$ cat config.mk
export PLATFORM = sky130hd
export DESIGN_NAME = clk_div_ctrl
export DESIGN_NICKNAME = d
export VERILOG_FILES = /design/src/rtl/clk_div_ctrl.sv
export SDC_FILE = /design/constraint.sdc
export NUM_CORES = 1
export LEC_CHECK = 0
export ABC_AREA = 1
export BUFFER_PORTS_ARGS = -buffer_cell sky130_fd_sc_hd__buf_2
export CAP_MARGIN = 20
export CORE_MARGIN = 4
export CORE_UTILIZATION = 60
export CTS_CLUSTER_DIAMETER = 120
export CTS_CLUSTER_SIZE = 25
export DETAILED_ROUTE_END_ITERATION = 8
export GPL_TIMING_DRIVEN = 0
export PLACE_DENSITY = 0.91
export REMOVE_ABC_BUFFERS = 1
export SYNTH_ARGS = -nofsm -noshare
export SYNTH_HDL_FRONTEND = slang
export SYNTH_SLANG_ARGS = --single-unit
$ cat constraint.sdc
create_clock -name clk_in -period 2.1 [get_ports clk_in]
set_input_delay 0.525 -clock clk_in [delete_from_list [all_inputs] [get_ports clk_in]]
set_output_delay 0.525 -clock clk_in [all_outputs]
set_load 0.01 [all_outputs]
$ cat src/rtl/clk_div_ctrl.sv
// clk_div_ctrl
//   Programmable clock divider with glitch-free ratio changes.
//   A new half-period ratio (or a stop request, ratio 0) is accepted over a
//   valid/ready handshake. From STOP the divider starts at once. While running,
//   the request is parked and applied only at the next div_out falling edge,
//   so no high or low phase is ever cut short.
//
// Ports
//   clk_in     in   sole clock, rising edge
//   rst_n      in   synchronous active-low reset
//   cfg_div    in   requested half-period in clk_in cycles (0 = stop)
//   cfg_valid  in   cfg_div valid this cycle
//   cfg_ready  out  config can be accepted this cycle (not busy)
//   div_out    out  divided clock, registered
//   tick       out  high for the first clk_in cycle of each div_out high phase
//   active     out  divider running (RUN or SWITCH)
//   busy       out  a config is parked, waiting for the next falling edge
module clk_div_ctrl #(
    parameter int CNT_W = 16
) (
    input  logic             clk_in,
    input  logic             rst_n,
    input  logic [CNT_W-1:0] cfg_div,
    input  logic             cfg_valid,
    output logic             cfg_ready,
    output logic             div_out,
    output logic             tick,
    output logic             active,
    output logic             busy
);

    typedef enum logic [1:0] {
        ST_STOP   = 2'd0,
        ST_RUN    = 2'd1,
        ST_SWITCH = 2'd2
    } state_t;

    state_t           state_q, state_d;
    logic [CNT_W-1:0] cnt_q, cnt_d;
    logic [CNT_W-1:0] cur_div_q, cur_div_d;
    logic [CNT_W-1:0] pend_div_q, pend_div_d;
    logic             div_q, div_d;
    logic             tick_q, tick_d;

    logic             accept;
    logic             wrap;

    assign busy      = (state_q == ST_SWITCH);
    assign active    = (state_q != ST_STOP);
    assign cfg_ready = ~busy;
    assign div_out   = div_q;
    assign tick      = tick_q;

    assign accept = cfg_valid & cfg_ready;
    // cur_div is never 0 outside STOP, so the compare cannot underflow there;
    // cnt stops at cur_div-1, so cnt+1 never overflows even for all-ones ratios.
    assign wrap   = (cnt_q == cur_div_q - CNT_W'(1));

    always_comb begin
        state_d    = state_q;
        cnt_d      = cnt_q;
        cur_div_d  = cur_div_q;
        pend_div_d = pend_div_q;
        div_d      = div_q;
        tick_d     = 1'b0;

        unique case (state_q)
            ST_STOP: begin
                cnt_d = '0;
                div_d = 1'b0;
                if (accept && (cfg_div != '0)) begin
                    cur_div_d = cfg_div;
                    state_d   = ST_RUN;
                end
            end

            ST_RUN, ST_SWITCH: begin
                cnt_d = wrap ? '0 : cnt_q + CNT_W'(1);
                if (wrap) begin
                    div_d  = ~div_q;
                    tick_d = ~div_q;   // rising edge of div_out
                end

                if (state_q == ST_RUN) begin
                    // Toggle due this edge still uses the old ratio.
                    if (accept) begin
                        pend_div_d = cfg_div;
                        state_d    = ST_SWITCH;
                    end
                end else if (wrap && div_q) begin
                    // Falling edge: the only safe point to change ratio.
                    cnt_d     = '0;
                    cur_div_d = pend_div_q;
                    state_d   = (pend_div_q != '0) ? ST_RUN : ST_STOP;
                end
            end

            default: begin
                state_d = ST_STOP;
                cnt_d   = '0;
                div_d   = 1'b0;
            end
        endcase
    end

    always_ff @(posedge clk_in) begin
        if (!rst_n) begin
            state_q    <= ST_STOP;
            cnt_q      <= '0;
            cur_div_q  <= '0;
            pend_div_q <= '0;
            div_q      <= 1'b0;
            tick_q     <= 1'b0;
        end else begin
            state_q    <= state_d;
            cnt_q      <= cnt_d;
            cur_div_q  <= cur_div_d;
            pend_div_q <= pend_div_d;
            div_q      <= div_d;
            tick_q     <= tick_d;
        end
    end

endmodule

Word-level counts from Yosys, hierarchy flattened --
Index checks and enable logic that the tools add are counted.
Storage, ports and cells: logic and storage cells 45, input port bits 19, output and inout bits 5, bits in registers 52
Cells by class: add/subtract/negate cells 2, equality and inequality tests 8, bitwise operators 3, reductions and logical operators 13, muxes and demuxes 13
Operators by type and width (number):
- 2-to-1 mux 16 bit | 6
- one-hot mux 16 bit (2 select lines) | 1
- nonzero test 16 bit | 2
- adder 16 x 1 -> 16 bit, second input constant | 1
- equality test 16 bit | 1
- subtractor 16 x 1 -> 16 bit, second input constant | 1
- AND reduction 3 bit | 3
- 2-to-1 mux 2 bit | 4
- inequality test 2 bit, second input constant | 3
- inequality test 3 bit, second input constant | 2
- one-hot mux 2 bit (2 select lines) | 1
- AND reduction 4 bit | 1
- nonzero test 2 bit | 2
- equality test 2 x 1 -> 1 bit, second input constant | 1
- equality test 2 bit, second input constant | 1
- logical AND 1 bit | 2
- logical NOT 2 bit | 1
- NOT 1 bit | 2
- AND reduction 2 bit | 1
- OR reduction 2 bit | 1
- AND 1 bit | 1
- 2-to-1 mux 1 bit | 1

Logic depth before layout (Yosys ltp) --
Gate-level depths: netlist (run 1).
depth in word-level cells 6, depth in mapped cells 18, mapped depth without buffers 17

Worst setup path before layout (run 1) --
No wires, ideal clock.
kind reg-to-reg, start register cur_div_q[0], end register cur_div_q[10], slack 207 ps, arrival time 1780 ps, required time 1987 ps, clock period less this slack 1893 ps, setup time 113 ps, path buffers 1, stages on the path, launching flop included 17, path through dfxtp_1 > inv_1 > ha_1 > nand2_2 > nor2_4 > nand3_1 > nand2_1 > inv_1 > nor2_1 > nand2_1 > nor2_1 > nand3_1 > nand2_1 > nand2_2 > buf_2 > nor2_1 > nor2_1
Between the ends: longest elaborated chain between the ends 5
Ends and longest elaborated chain:
- start: declaration | RTL line 40 | logic [CNT_W-1:0] cur_div_q, cur_div_d;
- start signal: assignment | RTL line 117 | cur_div_q <= cur_div_d;
- subtractor 16 x 1 -> 16 bit | RTL line 57 | assign wrap = (cnt_q == cur_div_q - CNT_W'(1));
- equality test 16 bit | RTL line 57
- logical AND 1 bit | RTL line 90 | end else if (wrap && div_q) begin
- inequality test 2 bit (no line)
- AND reduction 4 bit (no line)
Every way passes these cells. A chain may end at the register's enable or synchronous reset.

Worst setup path in the final report (run 1) --
start register state_q[0], end register cur_div_q[8]
Between the ends: longest elaborated chain between the ends 6, elaborated cells between the ends (all ways) 13, those cells by class 5 x eq/ne; 1 x mux; 2 x bitwise; 5 x reduce/logical
Ends and longest elaborated chain:
- start: declaration | RTL line 38 | state_t state_q, state_d;
- start signal: assignment | RTL line 115 | state_q <= state_d;
- equality test 2 bit | RTL line 48, 67
- NOT 1 bit | RTL line 50 | assign cfg_ready = ~busy;
- AND 1 bit | RTL line 54 | assign accept = cfg_valid & cfg_ready;
- logical AND 1 bit | RTL line 71 | if (accept && (cfg_div != '0)) begin
- inequality test 2 bit (no line)
- AND reduction 4 bit (no line)
Several ways; a longest one is shown, not always the timed one.

==> metrics.txt, run 1 <==
reg2reg start state_q[0]$_SDFFE_PN0P_; fin crit period 2360 ps; most common cell after layout, fill and taps aside nand2_1; Max Used Layer met4; Clock Path Buffers 2; Core Box Area 5110 um2; crit path launch type flip-flop; met1 WL 3730 um; Max-slew headroom 53.8%; failing checks negative setup slack; Max Cap Viol 0; Tightest Hold Check Type flip-flop to flip-flop; Post-Synthesis Cells 489; RSZ-0062 raised after global routing true; synthesized area per cell 6.43 um2; grt ovf 0; # IOs 24; first-iteration detailed-routing DRC count 551; clk sinks 52; Final setup viols 18; routability cong. 0.953; Reg area 1060 um2; sequential area share after synthesis 33.1%; clock root buffer clkbuf_8; CTS tree built; Final HPWL DP 4980 um; clock-pin transition on the worst setup and hold timing paths 110 ps; largest net degree at the start of global routing 37; layout cell share with drive strength beyond 1 25.0%; WP data required 2330 ps; Critical Path AT 2590 ps; vias in the first global route 3172; via count 3693; Worst Max-Slew Pin Slew 693 ps; #FFs+latches synth 52; EDFF count, synth 0; CP Capture Type flip-flop; mean routed wirelength per cell 17.9 um; WHS Endpoint cnt_q[0]$_SDFF_PN0_; hold slack 465 ps; Rows 26; critical path type flip-flop to flip-flop; DRC 0; Cells after DPL 566; Hold Path Cell Cnt 1; initial antenna violation count 0; Fill cells 305; Finished Layout Cells 607; setup ws final -255 ps; Post-Route Skew 13.4 ps; CTS Buf Count 5; Die Y 80.4 um; wire length on met3 1070 um; crit path max fanout 10; Initial Utilization 61.6%; Clk Latency, worst-skew pair 330 ps; final wirelength 10900 um; ys flop type dfxtp_1; H-Tree Depth 2; Die Wd 80.4 um; multi-input logic area 2120 um2; Async SR Flop Fraction 0%; reg-to-reg slack, setup -260 ps; R2R depth 14; Fmax 425 MHz; nets@finish 561; min-delay src cnt_q[0]$_SDFF_PN0_; reg-to-reg endpoint cur_div_q[8]$_SDFFE_PN0P_; Tcrit/Tclk final 112%; Final Hold Fails 0; outcome complete, but fails checks; wire length on met2 5220 um; full die area 6460 um2; GRT Resource Usage Total 27.2%; post-synth cell types 33; Synth Cell Area 3150 um2; first-pass GRT wire length 14100 um; P&R area growth vs syn 25.5%; synthesis warning total 0; number of iterations in the first detailed-routing pass 7; Final Max Tran Viols 0; Final ANT Viol Nets 0; IO buf count 23; most frequent cells in the layout 113 x nand2_1, 58 x nor2_1, 55 x inv_1; Antenna diodes 0; vias per cell 6.08
[stage by stage]
step / setup TNS, ps / cell area (um2) / utilization (%) / setup WS (ps)
floorplan: -2800 / 3070 / - / -254
global placement: -12170 / 3270 / 64.0 / -881
detailed placement: -13020 / 3270 / 64.0 / -890
CTS: 0 / 3590 / 70.3 / 25.8
global route: -6430 / 3950 / 77.3 / -346
finish: -2760 / 3950 / 77.3 / -255
[kinds of logic after synthesis]
logic type                 count (synthesis)  share of synthesized area [%]
DFF                                       52                           33.1
AOI/OAI and AO/OA                         61                           9.83
adders and majority gates                  6                           2.39
and+or+nand+nor                          267                           37.0
buffers and inverters                     76                           9.70
xor gates and xnor gates                  27                           7.96
[sequential cells by signal, summed over array words and instances, names as in the netlist]
register and cells:
div_out 1, cnt_q 16, state_q 2, tick 1, pend_div_q 16, cur_div_q 16
[Yosys cell counts (2+ instances only)]
library cell	instances	area (um2)
xor2_1	14	123
inv_1	59	221
clkbuf_1	9	33.8
nand4_1	2	12.5
nor2_1	76	285
nor4_1	8	50.1
ha_1	6	75.1
buf_4	2	15.0
nor3b_2	2	25.0
nor2_2	2	12.5
nand2_2	3	18.8
dfxtp_1	52	1040
nor3b_1	2	15.0
xnor2_1	12	105
buf_2	3	15.0
a21oi_1	26	130
nor2_4	2	22.5
nand3_1	30	150
nor3_1	5	25.0
o21ai_0	33	165
nand2_1	126	473
nand3b_1	4	30.0
[how the worst max path moves through the flow]
stage                                    from                         end  slack [ps]  depth (start not counted)
floorplan             state_q[0]$_SDFFE_PN0P_   cur_div_q[0]$_SDFFE_PN0P_        -250                          7
global placement      state_q[0]$_SDFFE_PN0P_   cur_div_q[0]$_SDFFE_PN0P_        -880                          7
detailed placement    state_q[0]$_SDFFE_PN0P_   cur_div_q[1]$_SDFFE_PN0P_        -890                          8
CTS                 cur_div_q[0]$_SDFFE_PN0P_  cur_div_q[10]$_SDFFE_PN0P_          30                         16
global route        cur_div_q[1]$_SDFFE_PN0P_   cur_div_q[9]$_SDFFE_PN0P_        -350                         16
finish                state_q[0]$_SDFFE_PN0P_   cur_div_q[8]$_SDFFE_PN0P_        -260                         14
[final cells by class]
class,instances,area share [%]
inverters,60,5.90
repair inverters,2,0.317
clock inverters,2,0.444
flip-flops and latches,52,26.8
multi-input cells,365,53.6
repair buffers,50,8.56
clock buffers,6,2.09
well taps,70,2.22
[worst max-delay path, stage by stage, from the launching register on]
cell and delay, ps:
dfxtp_1 420, inv_1 130, ha_1 220, inv_1 70, nand2_1 100, inv_1 130
nand2_1 70, nand2_1 120, nand2_1 190, a21oi_4 230, buf_12 180, buf_4 130
nand3_1 90, nand2_1 90, nor2_1 70
[timing repair]
action,4_1_cts,5_1_grt
hold buffers,0,0
pin swaps,2,21
buffers inserted,13,14
endpoints found under the hold margin,0,0
resized for setup,22,63
cloned,3,3
setup endpoints to repair,49,50
[layer usage]
| layer | global-route usage (%) | vias up |
|---|---|---|
| li1 | - | 1644 |
| met1 | 32.5 | 1652 |
| met4 | 12.0 | 0 |
| met3 | 4.37 | 96 |
| met5 | 0 | - |
| met2 | 47.6 | 301 |
Power of run 1 is left out: the tool's default activity adds up to more than one toggle a clock period on the data nets, which glitch-free logic cannot reach.
==> run 2: changes to the inputs <==
CORE_UTILIZATION = 45   (was 60)
PLACE_DENSITY = default   (was 0.91)
==> run 2 against run 1 <==
  * Wire length decreased by 31%
  * Clock skew decreased by 3.5 ps
  * Worst setup slack improved by 290 ps
  * Count of clock-buffer cells in the layout unchanged
  * The flow now finishes without violations
  * Maximum frequency increased by 14%
  * Die area increased by 30%
  * First-iteration DRC count decreased by 77%
  * Flip-flop and latch count unchanged
  * Worst hold slack got worse by 16 ps
  * Non-clock buffer count decreased by 3
==> metrics.txt, run 2 (synthesis results as in run 1) <==
CTS tree built (unchanged); Die Y 91.6 um (was 80.4 um); via count 3052 (was 3693); fin crit period 2060 ps (was 2360 ps); Worst Max-Slew Pin Slew 652 ps (was 693 ps); H-Tree Depth 2 (unchanged); DRC 0 (unchanged); Crit path max-delay family simple AND/OR/NAND/NOR gates (unchanged); Tcrit/Tclk final 98.3% (was 112%); Fmax 484 MHz (was 425 MHz); clock root buffer clkbuf_8 (unchanged); outcome complete, no violations (was complete, but fails checks); first-pass GRT wire length 12500 um (was 14100 um); Die Wd 91.6 um (was 80.4 um); mean routed wirelength per cell 12.0 um (was 17.9 um); crit path max fanout 7 (was 10); Post-Route Skew 9.92 ps (was 13.4 ps); WHS Endpoint cnt_q[0]$_SDFF_PN0_ (unchanged); nets@finish 555 (was 561); Final HPWL DP 5110 um (was 4980 um); number of iterations in the first detailed-routing pass 6 (was 7); leakage power 1.73 nW; routability cong. 0.864 (was 0.953); Final ANT Viol Nets 0 (unchanged); largest net degree at the start of global routing 37 (unchanged); reg-to-reg endpoint cur_div_q[4]$_SDFFE_PN0P_ (was cur_div_q[8]$_SDFFE_PN0P_); Clock Path Buffers 2 (unchanged); GRT Resource Usage Total 18.0% (was 27.2%); full die area 8390 um2 (was 6460 um2); RSZ-0062 raised after global routing true (unchanged); pwr/cell area 1820 nW/um2; IO buf count 23 (unchanged); grt ovf 0 (unchanged); Max-slew headroom 56.5% (was 53.8%); crit-path cells nor2_4, nand2_2, nor2_4, buf_6, buf_4, nand2_1, nand3_1, nand2_1, nand3_1, nor2_1, nand3_2, nand2_4, buf_6, buf_4, a21oi_1, nor2_1 (was inv_1, ha_1, inv_1, nand2_1, inv_1, nand2_1, nand2_1, nand2_1, a21oi_4, buf_12, buf_4, nand3_1, nand2_1, nor2_1); Core Box Area 6790 um2 (was 5110 um2); vias per cell 4.87 (was 6.08); critical path type flip-flop to flip-flop (unchanged); vias in the first global route 2671 (was 3172); layout cell share with drive strength beyond 1 21.7% (was 25.0%); Buf/Inv on CP 4 (was 5); Clk Latency, worst-skew pair 310 ps (was 330 ps); most frequent cells in the layout 119 x nand2_1, 66 x nor2_1, 55 x inv_1 (was 113 x nand2_1, 58 x nor2_1, 55 x inv_1); P&R area growth vs syn 23.0% (was 25.5%); crit path launch type flip-flop (unchanged); R2R depth 16 (was 14); reg2reg start cur_div_q[3]$_SDFFE_PN0P_ (was state_q[0]$_SDFFE_PN0P_); setup_tns 0 ps (was -2760 ps); pre-CTS setup slack -977 ps (was -890 ps); Antenna diodes 0 (unchanged); CP Capture Type flip-flop (unchanged); # IOs 24 (unchanged); Initial Utilization 46.3% (was 61.6%); Rows 30 (was 26); min-delay src cnt_q[0]$_SDFF_PN0_ (unchanged); CTS Hold Bufs 0 (unchanged); initial antenna violation count 0 (unchanged); setup ws final 35.8 ps (was -255 ps); first-iteration detailed-routing DRC count 129 (was 551); Worst VDD drop 0.793 mV; dpl cell area 3300 um2 (was 3270 um2); Hold Path Cell Cnt 1 (unchanged); clk sinks 52 (unchanged); top flop regs cnt_q: 16 flops, cur_div_q: 16 flops, pend_div_q: 16 flops (unchanged); Final setup viols 0 (was 18); CTS Buf Count 5 (unchanged); Final Cell Area 3870 um2 (was 3950 um2); final wirelength 7500 um (was 10900 um); clock-pin transition on the worst setup and hold timing paths 100 ps (was 110 ps); CP startpoint cur_div_q[3]$_SDFFE_PN0P_ (was state_q[0]$_SDFFE_PN0P_); crit path max-delay cell type dfxtp_4 (was dfxtp_1); Max Cap Viol 0 (unchanged); Tightest Hold Check Type flip-flop to flip-flop (unchanged); WP data required 2310 ps (was 2330 ps); CP peak stage delay 380 ps (was 420 ps); Critical Path AT 2270 ps (was 2590 ps); most common cell after layout, fill and taps aside nand2_1 (unchanged); Final Max Tran Viols 0 (unchanged); reg-to-reg slack, setup 40 ps (was -260 ps); Final Hold Fails 0 (unchanged)
## run 2: cell count changes in the layout (fill, tap and decap cells not counted), moves of 3 or more
cell     change
nor2_1       +8
dfxtp_4      +3
nor2_2       -7
nand2_1      +6
nand2_2      -6
buf_4        -5
nand3_2      +3
## run 2: worst max-delay path by stage
stage               cells past startpoint                         end
global route                           16   cur_div_q[4]$_SDFFE_PN0P_
CTS                                    15   cur_div_q[0]$_SDFFE_PN0P_
floorplan                               7   cur_div_q[0]$_SDFFE_PN0P_
global placement                        7  cur_div_q[12]$_SDFFE_PN0P_
detailed placement                      7   cur_div_q[1]$_SDFFE_PN0P_
finish                                 16   cur_div_q[4]$_SDFFE_PN0P_
## run 2: worst reg2reg max path: stages (launching register included)
cell	delay, ps
dfxtp_4	380
nor2_4	110
nand2_2	80
nor2_4	210
buf_6	130
buf_4	90
nand2_1	40
nand3_1	70
nand2_1	70
nand3_1	90
nor2_1	50
nand3_2	90
nand2_4	120
buf_6	160
buf_4	120
a21oi_1	110
nor2_1	60
## run 2: report_power, final
group | internal (W) | switching, W
Sequential | 0.00127 | 0.000285
Clock | 0.000238 | 0.000352
Combinational | 0.00204 | 0.00287
Total | 0.00355 | 0.00351
## run 2: cell type report
type                       instances  area (um2)
sequential                        52        1070
tap                               96         120
multi-input combinational        362        2020
fill                             674        2930
timing repair buffer              47         323
timing repair inverter             2        15.0
clock inverter                     2        16.3
inverter                          60         235
clock buffer                       6        72.6
## run 2: metal layers
metal / routed length [um] / part of all wire (%) / GRT usage (%)
met4: 144 / 1.9 / 5.53
met5: 0 / 0 / 0
met3: 228 / 3.0 / 2.98
met1: 3610 / 48 / 23.8
met2: 3520 / 47 / 30.0
## run 2: repair_timing
action | in CTS | in global routing
pin swaps | 2 | 18
hold endpoints to repair | 0 | 0
endpoints found under the setup margin | 49 | 48
buffers inserted | 11 | 13
resized for setup | 19 | 55
cloned | 2 | 1
## run 2: through the flow
step / power (W) / util, % / hold WS [ps] / std cells
finish: 0.00706 / 56.9 / 448 / 627
global route: 0.00778 / 56.9 / 479 / 627
CTS: 0.00619 / 52.5 / 478 / 613
detailed placement: 0.00510 / 48.6 / 463 / 592
global placement: 0.00506 / 48.6 / 456 / 592
floorplan: 0.00433 / - / 438 / 473
(Power assumes the default switching activity.)
